**src/rtl/regfile_reader_pkg.sv**
```systemverilog
// Shared types, sizing constants and the drain-count clamp for the regfile reader.
package regfile_pkg;

    localparam int width        = 16;
    localparam int num_inputs   = 4;
    localparam int total_inputs = 2 * num_inputs;
    localparam int idx_w        = $clog2(total_inputs + 1);

    typedef logic [width-1:0]                  word_t;
    typedef logic [idx_w-1:0]                  idx_t;
    typedef logic [idx_w:0]                    cnt_t;
    typedef logic [total_inputs:0][width-1:0]  rf_array_t;

    typedef enum logic [2:0] {
        IDLE    = 3'd0,
        REQ     = 3'd1,
        CAPTURE = 3'd2,
        STREAM  = 3'd3,
        DONE    = 3'd4
    } rf_rd_state_t;

    // Number of words actually sent: the request trimmed so the window never
    // runs past the last regfile entry; an out-of-range start sends nothing.
    function automatic cnt_t clamp_count(input idx_t first_idx, input cnt_t num_words);
        cnt_t avail;
        cnt_t result;
        if (cnt_t'(first_idx) > cnt_t'(total_inputs)) begin
            avail = {(idx_w+1){1'b0}};
        end else begin
            avail = cnt_t'(total_inputs + 1) - cnt_t'(first_idx);
        end
        if (num_words < avail) begin
            result = num_words;
        end else begin
            result = avail;
        end
        return result;
    endfunction

endpackage

```
**src/rtl/regfile_reader_if.sv**
```systemverilog
// Request, regfile read and output stream signals of the regfile reader.
interface regfile_reader_if;
    import regfile_pkg::*;

    logic      start;
    idx_t      first_idx;
    cnt_t      num_words;
    logic      ren;
    rf_array_t r_data;
    word_t     out_data;
    logic      out_valid;
    logic      out_ready;
    logic      out_last;
    logic      busy;
    logic      done;

    // The reader itself.
    modport master (
        input  start, first_idx, num_words, r_data, out_ready,
        output ren, out_data, out_valid, out_last, busy, done
    );

    // The requester / regfile / downstream side.
    modport slave (
        output start, first_idx, num_words, r_data, out_ready,
        input  ren, out_data, out_valid, out_last, busy, done
    );

endinterface

```
**src/rtl/regfile_reader_snapshot_buf.sv**
```systemverilog
// Shadow copy of the regfile taken in one cycle, read back word by word.
module rf_snapshot_buf
    import regfile_pkg::*;
(
    input  logic      clk,
    input  logic      rst_n,
    input  logic      cap_en,
    input  rf_array_t cap_data,
    input  idx_t      rd_addr,
    output word_t     rd_data
);

    rf_array_t shadow_r;

    // Capture the whole regfile when enabled; hold it otherwise.
    always_ff @(posedge clk or negedge rst_n) begin
        if (!rst_n) begin
            shadow_r <= {((total_inputs + 1) * width){1'b0}};
        end else if (cap_en) begin
            shadow_r <= cap_data;
        end else begin
            shadow_r <= shadow_r;
        end
    end

    // Read mux; addresses past the last entry return zero.
    always_comb begin
        rd_data = {width{1'b0}};
        if (rd_addr <= idx_t'(total_inputs)) begin
            rd_data = shadow_r[rd_addr];
        end else begin
            rd_data = {width{1'b0}};
        end
    end

endmodule

```
**src/rtl/regfile_reader.sv**
```systemverilog
// Drains a window of regfile entries over a valid/ready stream after a start
// request: one read-enable cycle, one capture cycle, then one word per beat.
module regfile_reader
    import regfile_pkg::*;
(
    input  logic             clk,
    input  logic             reset,
    regfile_reader_if.master bus
);

    rf_rd_state_t state_r;
    idx_t         first_idx_r;
    cnt_t         count_r;
    idx_t         rd_ptr_r;
    cnt_t         remaining_r;
    logic         ren_r;
    logic         out_valid_r;
    logic         out_last_r;
    word_t        out_data_r;
    logic         busy_r;
    logic         done_r;

    cnt_t         start_count_s;
    idx_t         next_addr_s;
    word_t        shadow_word_s;
    logic         accept_s;
    logic         cap_en_s;

    assign start_count_s = clamp_count(bus.first_idx, bus.num_words);
    assign next_addr_s   = rd_ptr_r + idx_t'(1'b1);
    assign accept_s      = out_valid_r & bus.out_ready;
    assign cap_en_s      = (state_r == CAPTURE);

    // The output register holds the word at rd_ptr, so the buffer is read one
    // entry ahead to have the following word ready on acceptance.
    rf_snapshot_buf u_snapshot (
        .clk      (clk),
        .rst_n    (reset),
        .cap_en   (cap_en_s),
        .cap_data (bus.r_data),
        .rd_addr  (next_addr_s),
        .rd_data  (shadow_word_s)
    );

    // Drain sequencer with all handshake outputs registered.
    always_ff @(posedge clk or negedge reset) begin
        if (!reset) begin
            state_r     <= IDLE;
            first_idx_r <= {idx_w{1'b0}};
            count_r     <= {(idx_w+1){1'b0}};
            rd_ptr_r    <= {idx_w{1'b0}};
            remaining_r <= {(idx_w+1){1'b0}};
            ren_r       <= 1'b0;
            out_valid_r <= 1'b0;
            out_last_r  <= 1'b0;
            out_data_r  <= {width{1'b0}};
            busy_r      <= 1'b0;
            done_r      <= 1'b0;
        end else begin
            case (state_r)
                IDLE: begin
                    ren_r       <= 1'b0;
                    out_valid_r <= 1'b0;
                    out_last_r  <= 1'b0;
                    done_r      <= 1'b0;
                    busy_r      <= 1'b0;
                    if (bus.start) begin
                        first_idx_r <= bus.first_idx;
                        count_r     <= start_count_s;
                        if (start_count_s == {(idx_w+1){1'b0}}) begin
                            // Nothing to send: skip the regfile read entirely.
                            state_r <= DONE;
                            done_r  <= 1'b1;
                        end else begin
                            state_r <= REQ;
                            ren_r   <= 1'b1;
                            busy_r  <= 1'b1;
                        end
                    end
                end
                REQ: begin
                    ren_r   <= 1'b0;
                    state_r <= CAPTURE;
                end
                CAPTURE: begin
                    // r_data is valid now; the first word bypasses the shadow
                    // buffer, which loads in this same cycle.
                    rd_ptr_r    <= first_idx_r;
                    remaining_r <= count_r;
                    out_data_r  <= bus.r_data[first_idx_r];
                    out_valid_r <= 1'b1;
                    out_last_r  <= (count_r == cnt_t'(1'b1));
                    state_r     <= STREAM;
                end
                STREAM: begin
                    if (accept_s) begin
                        if (remaining_r == cnt_t'(1'b1)) begin
                            remaining_r <= {(idx_w+1){1'b0}};
                            out_valid_r <= 1'b0;
                            out_last_r  <= 1'b0;
                            busy_r      <= 1'b0;
                            done_r      <= 1'b1;
                            state_r     <= DONE;
                        end else begin
                            rd_ptr_r    <= next_addr_s;
                            remaining_r <= remaining_r - cnt_t'(1'b1);
                            out_data_r  <= shadow_word_s;
                            out_last_r  <= (remaining_r == cnt_t'(2'd2));
                        end
                    end
                end
                DONE: begin
                    done_r  <= 1'b0;
                    state_r <= IDLE;
                end
                default: begin
                    ren_r       <= 1'b0;
                    out_valid_r <= 1'b0;
                    out_last_r  <= 1'b0;
                    busy_r      <= 1'b0;
                    done_r      <= 1'b0;
                    state_r     <= IDLE;
                end
            endcase
        end
    end

    assign bus.ren       = ren_r;
    assign bus.out_data  = out_data_r;
    assign bus.out_valid = out_valid_r;
    assign bus.out_last  = out_last_r;
    assign bus.busy      = busy_r;
    assign bus.done      = done_r;

endmodule

```
**src/flat_wrapper.sv**
```systemverilog
// flat-port wrapper written by rule: the top's interface ports become plain ports
module regfile_reader_flat import regfile_pkg::*;
  (clk, reset, bus_start, bus_first_idx, bus_num_words, bus_r_data, bus_out_ready, bus_ren, bus_out_data, bus_out_valid, bus_out_last, bus_busy, bus_done);
  regfile_reader_if bus_i ();
  input  logic clk;
  input  logic reset;
  input wire logic [$bits(bus_i.start)-1:0] bus_start;
  input wire logic [$bits(bus_i.first_idx)-1:0] bus_first_idx;
  input wire logic [$bits(bus_i.num_words)-1:0] bus_num_words;
  input wire logic [$bits(bus_i.r_data)-1:0] bus_r_data;
  input wire logic [$bits(bus_i.out_ready)-1:0] bus_out_ready;
  output wire logic [$bits(bus_i.ren)-1:0] bus_ren;
  output wire logic [$bits(bus_i.out_data)-1:0] bus_out_data;
  output wire logic [$bits(bus_i.out_valid)-1:0] bus_out_valid;
  output wire logic [$bits(bus_i.out_last)-1:0] bus_out_last;
  output wire logic [$bits(bus_i.busy)-1:0] bus_busy;
  output wire logic [$bits(bus_i.done)-1:0] bus_done;
  assign bus_i.start = bus_start;
  assign bus_i.first_idx = bus_first_idx;
  assign bus_i.num_words = bus_num_words;
  assign bus_i.r_data = bus_r_data;
  assign bus_i.out_ready = bus_out_ready;
  assign bus_ren = bus_i.ren;
  assign bus_out_data = bus_i.out_data;
  assign bus_out_valid = bus_i.out_valid;
  assign bus_out_last = bus_i.out_last;
  assign bus_busy = bus_i.busy;
  assign bus_done = bus_i.done;
  regfile_reader u_core (.clk(clk), .reset(reset), .bus(bus_i));
endmodule
```
**config.mk**
```make
export PLATFORM = sky130hd
export DESIGN_NAME = regfile_reader_flat
export DESIGN_NICKNAME = d
export VERILOG_FILES = /design/src/rtl/regfile_reader_pkg.sv /design/src/rtl/regfile_reader_if.sv /design/src/rtl/regfile_reader_snapshot_buf.sv /design/src/rtl/regfile_reader.sv /design/src/flat_wrapper.sv
export SDC_FILE = /design/constraint.sdc
export NUM_CORES = 1
export LEC_CHECK = 0
export BUFFER_PORTS_ARGS = -buffer_cell sky130_fd_sc_hd__buf_2
export CAP_MARGIN = 10
export CORE_MARGIN = 3
export CORE_UTILIZATION = 34
export CTS_BUF_LIST = sky130_fd_sc_hd__clkbuf_16
export CTS_CLUSTER_SIZE = 24
export DETAILED_ROUTE_END_ITERATION = 8
export GPL_TIMING_DRIVEN = 0
export HOLD_SLACK_MARGIN = 0.02
export SLEW_MARGIN = 40
export SYNTH_ARGS = -nofsm -noshare
export SYNTH_HDL_FRONTEND = slang
export SYNTH_HIERARCHICAL = 1
export SYNTH_SLANG_ARGS = --single-unit
```
**constraint.sdc**
```tcl
create_clock -name clk -period 5.8 [get_ports clk]
set_input_delay 0.58 -clock clk [delete_from_list [all_inputs] [get_ports clk]]
set_output_delay 0.58 -clock clk [all_outputs]
set_load 0.005 [all_outputs]
```
==> Flow_metrics.wiki, run 1 <==
{| class="wikitable"
! Metric !! Value
|-
| Number of max-slew violations in the final report || 0
|-
| Initial standard-cell utilization of the core || 0.3489
|-
| Core Util, Final || 0.4196
|-
| Via count of the first global-routing pass || between 7000 and 8000
|-
| Maximum buffer depth of the clock tree || 2
|-
| Number of synthesized register bits || roughly 190
|-
| Met3 layer usage reported by global route || 0.03621
|-
| Post-synth top area cell || sky130_fd_sc_hd__dfrtp_1
|-
| Routing usage on met1 || 0.2857
|-
| Slew at the pin closest to its max-slew limit || just under 900 ps
|-
| Seq/Total Area, Yosys || 0.4586
|-
| Total Power || ~7100 µW
|-
| Fraction of layout instances using a drive strength above 1 || 0.5081
|-
| Placer's final routability congestion estimate || 0.8583
|-
| Fin Clk Skew || ~8.9 ps
|-
| Maximum number of pins on one net before global-route repair || 71
|-
| Fmax || between 0.3 and 0.4 GHz
|-
| Fillcell total || 2796
|-
| Wire length of the first global-routing pass || ~47000 µm
|-
| Die area || about 32000 µm²
|-
| Skew-Pair Late Insertion Delay || roughly 440 ps
|-
| Critical Path End Type || register
|-
| Post-synthesis cell area || approximately 10000 µm²
|-
| Startpoint kind of the worst setup timing path || primary input
|-
| Final HPWL DP || 23590 µm
|-
| Hold-fix buffers at CTS || 0
|-
| Post-CTS Setup Repair Bufs || 0
|-
| Sequential standard cell area || between 4000 and 5000 µm²
|-
| Quantity of I/O buffers inserted on ports || roughly 180
|-
| Min-Delay Path Class || primary input to async pin
|-
| Kind of critical path || primary input to register
|-
| Post-route insts no fill || ~1400
|-
| Setup repair after global routing missed its margin || false
|-
| Core box area || about 29000 µm²
|-
| Clock-pin slew on the worst setup and hold paths || approximately 70 ps
|-
| Busiest layer in global routing || met2
|-
| DRC violations left || 0
|-
| Largest stage delay on the critical path || around 540 ps
|-
| Antenna violations before repair || 2
|-
| Cell-by-cell trace of the critical path || buf_2, inv_1, ha_1, inv_1, o21ai_0, nand2_1, ha_1, nand4_1, a21o_1, and3_1, or3_1, o32ai_1
|-
| Final Cycle Share || 0.5102
|-
| Peak supply drop || between 0.2 and 0.25 mV
|-
| Met2 track demand over resource || 0.3117
|-
| Primary flip-flop cell chosen by synthesis mapping || sky130_fd_sc_hd__dfrtp_1
|-
| Leakage power || roughly 0.0052 µW
|-
| Leading post-synthesis cells by cell area || sky130_fd_sc_hd__dfrtp_1 46%, sky130_fd_sc_hd__mux2_2 19%, sky130_fd_sc_hd__mux4_2 11%
|-
| Required time at the endpoint of the critical path || ~6100 ps
|-
| Cell at the root of the clock tree || sky130_fd_sc_hd__clkbuf_16
|-
| Setup TNS || 0 ps
|-
| Average wire length per cell after detail routing || 22.78 µm
|-
| Cts bufs inserted || 17
|-
| First DRT Iteration DRCs || about 580
|-
| Global-route total usage across every layer || 0.1997
|-
| Vias per std cell || 5.368
|-
| CTS H-tree depth || 4
|-
| Data arrival, critical path || roughly 3300 ps
|-
| Count of final hold-check violations || 0
|-
| Tightest slew margin relative to the limit || 0.4229
|-
| Placed cells || about 1300
|-
| Leading post-synthesis cells by instance count || 186 x sky130_fd_sc_hd__dfrtp_1, 171 x sky130_fd_sc_hd__mux2_2, 63 x sky130_fd_sc_hd__nor2_1
|-
| Yosys warnings || 6
|-
| CTS tree || done
|-
| Area growth from synthesis to layout || 20.27%
|-
| Most used standard cell by instance count after synthesis || sky130_fd_sc_hd__dfrtp_1
|-
| Sinks on Clock Net || between 150 and 200
|-
| Detailed Route WL || 31340 µm
|-
| Number of synthesized flops with an enable pin || 0
|-
| Slowest stage cell, crit path || sky130_fd_sc_hd__o21ai_0
|-
| Number of buffer and inverter instances along the worst setup path || 3
|-
| Floorplan die width || roughly 180 µm
|-
| Number of cells upsized or downsized after cts || 0
|-
| Average instance area after synthesis || about 13 µm²
|-
| Async set or reset register ratio after synthesis || 1.000
|-
| Slack of the critical path || 2841 ps
|-
| Ports || approximately 180
|-
| Residual overflow from global routing || 0
|-
| Number of nets with antenna violations after detailed routing || 0
|-
| Cell row count || 62
|-
| Time the final worst path needs with I/O delays and setup || 2959 ps
|-
| Worst slack, placed || between 2000 and 3000 ps
|-
| Net count of the finished layout || 1145
|-
| Result of the run || completed
|-
| Total power per unit cell area || between 500 and 600 nW/µm²
|-
| Dominant delay contributor by cell family on the critical path || compound AO/OA/AOI/OAI gates
|-
| Share of Yosys cell area claimed by the top area cell type || 0.4586
|-
| Antenna diodes || 0
|-
| First-pass iteration count of the detailed router || 5
|-
| Post-synthesis net count || ~950
|-
| Number of instances in the synthesized netlist || 781
|-
| Final Setup Violations || 0
|-
| Die Y || approximately 180 µm
|-
| Highest net fanout along the worst path || 7
|-
| Area of combinational cells with multiple inputs || about 5000 µm²
|-
| # Max-Cap Violations || 0
|-
| Routed via count || between 7000 and 8000
|-
| Unique masters post-synth || 55
|}
[layout make-up]
type	instances	share of cell area
clock inverter	15	0.01620
inverter	12	0.003690
buffer	57	0.03434
multi-input combinational	526	0.4124
sequential	186	0.3813
clock buffer	17	0.03485
tap	384	0.03936
timing repair buffer	179	0.07790
[cells in the final DEF, fill, tap and decap left out, types with 6 or more instances in the layout]
master,n
sky130_fd_sc_hd__mux2_1,10
sky130_fd_sc_hd__mux2i_1,18
sky130_fd_sc_hd__nand3_1,7
sky130_fd_sc_hd__nor2_1,63
sky130_fd_sc_hd__nor3_1,36
sky130_fd_sc_hd__clkbuf_16,17
sky130_fd_sc_hd__clkbuf_1,6
sky130_fd_sc_hd__buf_2,205
sky130_fd_sc_hd__a211oi_1,17
sky130_fd_sc_hd__buf_6,10
sky130_fd_sc_hd__a22o_1,7
sky130_fd_sc_hd__dfrtp_1,186
sky130_fd_sc_hd__o21ai_0,13
sky130_fd_sc_hd__a21oi_1,10
sky130_fd_sc_hd__nand2_1,38
sky130_fd_sc_hd__o31ai_2,16
sky130_fd_sc_hd__mux2_2,171
sky130_fd_sc_hd__o22ai_1,17
sky130_fd_sc_hd__mux4_2,48
sky130_fd_sc_hd__ha_1,9
sky130_fd_sc_hd__inv_1,13
[registers in the layout (all words and copies together) (netlist names)]
signal and flops:
u_core/bus.done 1, u_core/bus.busy 1, u_core/bus.out_last 1, u_core/bus.ren 1, u_core/first_idx_r 4, u_core/remaining_r 5
u_core/bus.out_data 16, u_core/count_r 5, u_core/u_snapshot/shadow_r 144, u_core/bus.out_valid 1, u_core/state_r 3, u_core/rd_ptr_r 4
[worst paths after layout]
check | start | endpoint | cells after the start | slack [ps]
setup reg to reg | u_core/state_r[0] | u_core/u_snapshot/shadow_r[94] | 9 | 2900
hold reg to reg | u_core/u_snapshot/shadow_r[103] | u_core/u_snapshot/shadow_r[103] | 1 | 500
max in group asynchronous | reset | u_core/u_snapshot/shadow_r[68] | 2 | 4990
min in group clk | bus_r_data[42] | u_core/u_snapshot/shadow_r[42] | 2 | 380
setup / recovery | bus_first_idx[1] | u_core/state_r[2] | 12 | 2840
hold / removal | reset | u_core/bus.out_data[2] | 1 | 80
[routing by layer]
layer / up-vias / part of all wire
met1: 3774 / 0.46
met4: 2 / 0.016
li1: 3319 / -
met5: - / 0.00022
met2: 257 / 0.47
met3: 34 / 0.054
[power by group]
group / leakage, µW / total [µW] / switching (µW) / internal, µW
Clock: 0.000305 / 1250 / 530 / 723
Sequential: 0.00219 / 2310 / 352 / 1950
Combinational: 0.00267 / 3580 / 1800 / 1790
[logic make-up after synthesis]
family          count (synthesis)  synth area share
mux                           247            0.3251
fa+ha+maj                       9           0.01109
flops                         186            0.4586
xor+xnor                        2          0.001726
simple gates                  164           0.07668
compound gates                104           0.08136
buf+inv                        69           0.04549
[per-stage QoR]
stage / instance area, µm² / hold WS, ps
6_report: 12210 / 84.40
3_3_place_gp: 11520 / 481.7
5_1_grt: 12210 / 97.51
4_1_cts: 12210 / 66.68
2_1_floorplan: 10150 / 284.4
3_5_place_dp: 11580 / 490.8
(Power assumes the default switching activity.)
==> run 2: changes to the inputs <==
Clock period 5.8 ns to 2.6 ns, I/O delays scaled along.
==> run 2 against run 1 <==
Against the previous run: via count grew 0.28%; total power rose by 120%; first-iteration DRC count is 4.3% higher; largest power group unchanged.
==> Flow_metrics.wiki, run 2 (synthesized netlist as in run 1, its figures left out) <==
{| class="wikitable"
! Metric !! Value
|-
| Result of the run || completed
|-
| Detailed Route WL || 31390 µm (+0.16%)
|-
| Maximum number of pins on one net before global-route repair || 71 (unchanged)
|-
| Clock power frac || 0.175 (about the same)
|-
| Tightest slew margin relative to the limit || 0.4223 (-0.0005400)
|-
| Final Setup Violations || 0 (unchanged)
|-
| Leading cell types in the layout, fill and taps excluded || 196 x sky130_fd_sc_hd__buf_2, 186 x sky130_fd_sc_hd__dfrtp_1, 171 x sky130_fd_sc_hd__mux2_2, 63 x sky130_fd_sc_hd__nor2_1, 48 x sky130_fd_sc_hd__mux4_2
|-
| Worst-case hold path end point || u_core/u_snapshot/shadow_r[42]
|-
| Vias per std cell || 5.371 (about the same)
|-
| Area growth from synthesis to layout || 20.83%
|-
| Ports || 178 (unchanged)
|-
| Cell row count || 62 (unchanged)
|-
| Quantity of I/O buffers inserted on ports || 177 (unchanged)
|-
| Highest net fanout along the worst path || 7 (unchanged)
|-
| Fraction of power spent switching nets || 0.3743 (-0.0006992)
|-
| Combinational fraction of design power || 0.503 (about the same)
|-
| Residual overflow from global routing || 0 (unchanged)
|-
| Leakage power || 0.005185 µW (+0.39%)
|-
| Largest register by flop count || u_core/u_snapshot/shadow_r
|-
| Number of cell instances on the worst register-to-register path || 9 (unchanged)
|-
| Antenna violations before repair || 2 (unchanged)
|-
| Required time at the endpoint of the critical path || 2920 ps (-3200 ps)
|-
| Total power per unit cell area || 1303 nW/µm² (+120%)
|-
| Wire length of the first global-routing pass || 47130 µm (about the same)
|-
| Largest register FFs || 144 (unchanged)
|-
| Final Cycle Share || 0.9464
|-
| First DRT Iteration DRCs || 606 (+4.3%)
|-
| Reg-to-reg endpoint || u_core/bus.out_data[6]
|-
| Slew at the pin closest to its max-slew limit || 864.2 ps (-1.449 ps)
|-
| Data arrival, critical path || 2780 ps (-500 ps)
|-
| Average wire length per cell after detail routing || 22.76 µm (about the same)
|-
| Maximum buffer depth of the clock tree || 2 (unchanged)
|-
| Placer's final routability congestion estimate || 0.8583 (unchanged)
|-
| Net load switching power || 5983 µW (+120%)
|-
| CTS tree || done
|-
| Fraction of layout instances using a drive strength above 1 || 0.5106 (+0.002488)
|-
| Final HPWL DP || 23590 µm (unchanged)
|-
| Leading cell type in the layout, fill and taps excluded || sky130_fd_sc_hd__buf_2
|-
| First-pass iteration count of the detailed router || 5 (unchanged)
|-
| Floorplan die width || 178.8 µm (unchanged)
|-
| Internal power || 10000 µW (+120%)
|-
| # Max-Cap Violations || 0 (unchanged)
|-
| Reg2reg start || u_core/rd_ptr_r[0]
|-
| Kind of critical path || primary input to register
|-
| Beginning of the worst hold path || bus_r_data[42]
|-
| Seq pwr share || 0.322 (about the same)
|-
| Sinks on Clock Net || 186 (unchanged)
|-
| Time the final worst path needs with I/O delays and setup || 2461 ps
|-
| Count of final hold-check violations || 0 (unchanged)
|-
| CTS H-tree depth || 4 (unchanged)
|-
| Worst hold slack || 65.35 ps (-19.05 ps)
|-
| Min-Delay Path Class || primary input to register
|-
| Startpoint kind of the worst setup timing path || primary input
|-
| Cts bufs inserted || 17 (unchanged)
|-
| Net count of the finished layout || 1148 (+0.26%)
|-
| Via count of the first global-routing pass || 7603 (+0.079%)
|-
| Fin Clk Skew || 9.648 ps (+0.7856 ps)
|-
| Post-route insts no fill || 1379 (+0.22%)
|-
| Critical Path End Type || register
|-
| Min-Delay Path Depth || 2
|-
| Number of max-slew violations in the final report || 0 (unchanged)
|-
| Core box area || 29090 µm² (unchanged)
|-
| Antenna diodes || 0 (unchanged)
|-
| Setup repair after global routing missed its margin || false
|-
| Number of nets with antenna violations after detailed routing || 0 (unchanged)
|-
| Slack of the worst reg-to-reg path || 140 ps (-2760 ps)
|-
| Global-route total usage across every layer || 0.1998 (about the same)
|-
| Cell at the root of the clock tree || sky130_fd_sc_hd__clkbuf_16
|-
| DRC violations left || 0 (unchanged)
|-
| Die area || 31960 µm² (unchanged)
|-
| Routed via count || 7407 (+0.28%)
|-
| Clock-pin slew on the worst setup and hold paths || 70 ps (about the same)
|-
| Initial standard-cell utilization of the core || 0.3489 (unchanged)
|-
| Skew-Pair Late Insertion Delay || 440 ps (about the same)
|-
| Placed cells || 1344 (unchanged)
|-
| Die Y || 178.8 µm (unchanged)
|-
| Fmax || a little over 0.4 GHz
|-
| Peak supply drop || 0.4821 mV (+120%)
|}
[run 2: worst max path at each step]
stage,depth (start not counted),end,slack [ps],start
2_1_floorplan,11,u_core/bus.done,140,bus_first_idx[1]
3_3_place_gp,1,u_core/u_snapshot/shadow_r[53],-2030,reset
6_report,12,u_core/state_r[2],140,bus_first_idx[1]
3_5_place_dp,12,u_core/state_r[2],-370,bus_first_idx[1]
4_1_cts,8,u_core/bus.out_data[5],10,u_core/rd_ptr_r[0]
5_1_grt,8,u_core/bus.out_data[5],10,u_core/rd_ptr_r[0]
[run 2: area by class of cell]
class                      instances  area [µm²]
clock inverter                    15       197.7
tap                              384       480.5
buffer                            57       449.2
clock buffer                      17       425.4
sequential                       186        4654
multi-input combinational        526        5036
inverter                          12       45.04
fill                            2789       16830
timing repair buffer             182       975.9
[run 2: metrics by stage]
| stage | power, µW | setup TNS [ps] | setup slack [ps] | utilization | instance area (µm²) |
|---|---|---|---|---|---|
| after floorplan | 10750 | 0 | 141.8 | - | 10150 |
| after global placement | 12970 | -386480 | -2031 | 0.3959 | 11520 |
| after detailed placement | 13160 | -12870 | -373.9 | 0.3982 | 11580 |
| after CTS | 16000 | 0 | 9.529 | 0.4207 | 12240 |
| after global routing | 16940 | 0 | 9.993 | 0.4216 | 12260 |
| final | 15990 | 0 | 139.3 | 0.4216 | 12260 |
[run 2: worst max-delay path, cell delays in order]
cell and delay (ps):
sky130_fd_sc_hd__buf_2 150, sky130_fd_sc_hd__inv_1 70, sky130_fd_sc_hd__ha_1 240, sky130_fd_sc_hd__inv_1 80, sky130_fd_sc_hd__o21ai_1 370, sky130_fd_sc_hd__nand2_1 110
sky130_fd_sc_hd__ha_1 310, sky130_fd_sc_hd__nand4_1 150, sky130_fd_sc_hd__a21o_1 250, sky130_fd_sc_hd__and3_1 220, sky130_fd_sc_hd__or3_1 390, sky130_fd_sc_hd__o32ai_1 180
[run 2: power by group through the flow]
| stage | sequential (µW) | combinational, µW | clock (µW) |
|---|---|---|---|
| final | 5150 | 8050 | 2790 |
| after global routing | 5320 | 8650 | 2970 |
| after CTS | 5130 | 8020 | 2840 |
| after detailed placement | 5180 | 7980 | 0 |
| after global placement | 5120 | 7850 | 0 |
| after floorplan | 4920 | 5830 | 0 |
[run 2: timing repair]
action / 4_1_cts / 5_1_grt
buffers inserted: 0 / 2
gates cloned: 0 / 0
resized for setup: 9 / 5
hold buffers: 1 / 0
hold endpoints to repair: 52 / 0
endpoints found under the setup margin: 60 / 74
[run 2: metal layers]
layer | wire length (µm) | vias to the layer above | part of all wire | track usage
met5 | 7 | - | 0.00022 | 0
met4 | 563 | 2 | 0.018 | 0.05552
met3 | 1641 | 37 | 0.052 | 0.03621
met2 | 14650 | 235 | 0.47 | 0.3118
met1 | 14530 | 3804 | 0.46 | 0.2859
li1 | - | 3329 | - | -
==> run 3: changes to the inputs <==
Settings changed: REMOVE_ABC_BUFFERS set to 1.
==> run 3 against run 2 <==
Against the previous run: utilization fell by 0.59 points; wire length fell by 10%; first-iteration DRC count fell by 37%; total power fell by 3.9%; flip-flop and latch count did not move; count of clock-buffer cells in the layout did not move; clock power fell by 8.2%; die area did not move; combinational power fell by 8.6%; clock skew rose by 5.6 ps; sequential share of layout area rose by 0.65 points; final cell count fell by 2.6%; critical path type is now register to register; critical endpoint is now u_core/bus.out_data[13].
==> Flow_metrics.wiki, run 3 (synthesized netlist as in run 1, its figures left out) <==
{| class="wikitable"
! Metric !! Value
|-
| Capture point of the critical path || u_core/bus.out_data[13]
|-
| CTS tree || done
|-
| Maximum number of pins on one net before global-route repair || 69 (-2.8%)
|-
| Detailed Route WL || 28120 µm (-10%)
|-
| Clock-pin slew on the worst setup and hold paths || 80 ps (about the same)
|-
| Total power per unit cell area || 1270 nW/µm² (-2.6%)
|-
| Quantity of I/O buffers inserted on ports || 177 (unchanged)
|-
| DRC violations left || 0 (unchanged)
|-
| Initial standard-cell utilization of the core || 0.3489 (unchanged)
|-
| Residual overflow from global routing || 0 (unchanged)
|-
| Slack of the worst reg-to-reg path || 190 ps (+50 ps)
|-
| First-pass iteration count of the detailed router || 4 (-1)
|-
| Setup TNS || 0 ps (unchanged)
|-
| # Max-Cap Violations || 0 (unchanged)
|-
| First DRT Iteration DRCs || 381 (-37%)
|-
| Cts bufs inserted || 17 (unchanged)
|-
| Min-Delay Path Class || primary input to register
|-
| Cell count along the critical path || 5 (-7)
|-
| Start point of the critical path || u_core/state_r[1]
|-
| Die area || 31960 µm² (unchanged)
|-
| Highest net fanout along the worst path || 17 (+10)
|-
| Routed via count || 7133 (-3.7%)
|-
| Via count of the first global-routing pass || 7413 (-2.5%)
|-
| Cell-by-cell trace of the critical path || nor2b_1, a21boi_4, o21a_2, nor2_1, nor3_1
|-
| Worst hold slack || 53.67 ps (-11.67 ps)
|-
| Setup repair after global routing missed its margin || false
|-
| Peak supply drop || 0.5365 mV (+11%)
|-
| Cell row count || 62 (unchanged)
|-
| Leakage power || 0.004998 µW (-3.6%)
|-
| Die Y || 178.8 µm (unchanged)
|-
| Largest stage delay on the critical path || 640 ps (+250 ps)
|-
| Core Util, Final || 0.4157 (-0.005935)
|-
| Floorplan die width || 178.8 µm (unchanged)
|-
| Final HPWL DP || 18960 µm (-20%)
|-
| Number of cell instances on the worst register-to-register path || 5 (-4)
|-
| Placer's final routability congestion estimate || 0.7973 (-7.1%)
|-
| Dominant delay contributor by cell family on the critical path || compound AO/OA/AOI/OAI gates
|-
| Area growth from synthesis to layout || 19.13%
|-
| Count of final hold-check violations || 0 (unchanged)
|-
| CTS H-tree depth || 4 (unchanged)
|-
| Largest register by flop count || u_core/u_snapshot/shadow_r
|-
| Required time at the endpoint of the critical path || 2960 ps (+40 ps)
|-
| Final Setup Violations || 0 (unchanged)
|-
| Slowest stage cell, crit path || sky130_fd_sc_hd__dfrtp_1
|-
| Leading cell type in the layout, fill and taps excluded || sky130_fd_sc_hd__dfrtp_1
|-
| Fmax || 0.4147 GHz (+2.0%)
|-
| Fin Clk Skew || 15.21 ps (+5.561 ps)
|-
| Slack of the critical path || 188.4 ps (+49.17 ps)
|-
| Core box area || 29090 µm² (unchanged)
|-
| Time the final worst path needs with I/O delays and setup || 2412 ps (-49.17 ps)
|-
| Data arrival, critical path || 2770 ps (about the same)
|-
| Tightest slew margin relative to the limit || 0.5815 (+0.1592)
|-
| Maximum buffer depth of the clock tree || 2 (unchanged)
|-
| Net count of the finished layout || 1107 (-3.6%)
|-
| Leading cell types in the layout, fill and taps excluded || 182 x sky130_fd_sc_hd__dfrtp_1, 176 x sky130_fd_sc_hd__buf_2, 171 x sky130_fd_sc_hd__mux2_2, 63 x sky130_fd_sc_hd__nor2_1, 48 x sky130_fd_sc_hd__mux4_2
|-
| Wire length of the first global-routing pass || 42970 µm (-8.8%)
|-
| Number of buffer and inverter instances along the worst setup path || 0 (-3)
|-
| Slew at the pin closest to its max-slew limit || 627.8 ps (-236.5 ps)
|-
| Reg2reg start || u_core/state_r[1]
|-
| Final Cycle Share || 0.9275 (-0.01891)
|-
| Ports || 178 (unchanged)
|-
| Global-route total usage across every layer || 0.1794 (-0.02042)
|-
| Antenna violations before repair || 8 (+6)
|-
| Vias per std cell || 5.311 (-1.1%)
|-
| Result of the run || completed
|-
| Largest register FFs || 144 (unchanged)
|-
| Sinks on Clock Net || 186 (unchanged)
|-
| Fraction of layout instances using a drive strength above 1 || 0.5084 (-0.002167)
|-
| Critical Path End Type || register
|-
| Cell at the root of the clock tree || sky130_fd_sc_hd__clkbuf_16
|-
| Number of max-slew violations in the final report || 0 (unchanged)
|-
| Number of nets with antenna violations after detailed routing || 0 (unchanged)
|-
| Average wire length per cell after detail routing || 20.94 µm (-8.0%)
|-
| Kind of critical path || register to register
|-
| Total Power || 15360 µW (-3.9%)
|-
| Startpoint kind of the worst setup timing path || register
|-
| Worst slack, placed || -419.7 ps (-45.73 ps)
|-
| Skew-Pair Late Insertion Delay || 440 ps (about the same)
|-
| Reg-to-reg endpoint || u_core/bus.out_data[13]
|}
run 3: timing repair:
action / in CTS / in global routing
gates resized for setup: 2 / 5
hold endpoints to repair: 139 / 0
cloned: 1 / 0
hold buffers: 1 / 0
endpoints found under the setup margin: 74 / 86
buffers inserted: 1 / 2
run 3: report_power, final:
part / leakage (µW) / internal [µW] / switching (µW) / total (µW)
clock: 0.000272 / 1260 / 1290 / 2560
combinational: 0.00255 / 3910 / 3450 / 7360
sequential: 0.00218 / 4360 / 1080 / 5440
total: 0.00500 / 9540 / 5820 / 15400
run 3: through the flow:
stage / instances / instance area (µm²)
finish: 1343 / 12090
CTS: 1335 / 12030
global route: 1341 / 12090
detailed placement: 1300 / 11440
floorplan: 724 / 9733
global placement: 1285 / 11100
run 3: metal layers:
layer,part of all wire,global-route usage,vias to the layer above,routed length [µm]
met3,0.071,0.04701,51,1987
li1,-,-,3262,-
met2,0.48,0.2931,201,13370
met4,0.019,0.05519,10,542
met1,0.43,0.2338,3609,12180
met5,0.0013,0,-,36
run 3: area by class of cell:
cell class	instances	area, µm²
Clock buffer	17	425.4
Sequential cell	186	4667
Inverter	12	66.31
Timing Repair Buffer	197	1194
Fill cell	2785	17000
Clock inverter	15	128.9
Timing Repair inverter	1	8.758
Tap cell	384	480.5
Multi-Input combinational cell	526	5109
Antenna cell	5	12.51
run 3: worst min-delay path by stage:
stage,start,end,slack (ps),cells past startpoint
after detailed placement,reset,u_core/u_snapshot/shadow_r[77],110,1
final,bus_r_data[49],u_core/u_snapshot/shadow_r[49],50,2
after global placement,u_core/u_snapshot/shadow_r[104],u_core/u_snapshot/shadow_r[104],480,1
after CTS,bus_r_data[49],u_core/u_snapshot/shadow_r[49],30,2
after floorplan,reset,u_core/bus.busy,-40,0
after global routing,bus_r_data[49],u_core/u_snapshot/shadow_r[49],30,2
run 3: worst register-to-register path, delay by kind of cell (launching register included):
family	cells	cell delay, ps
AO/OA/AOI/OAI	2	1070
AND/OR/NAND/NOR	3	630
flip-flops	1	640
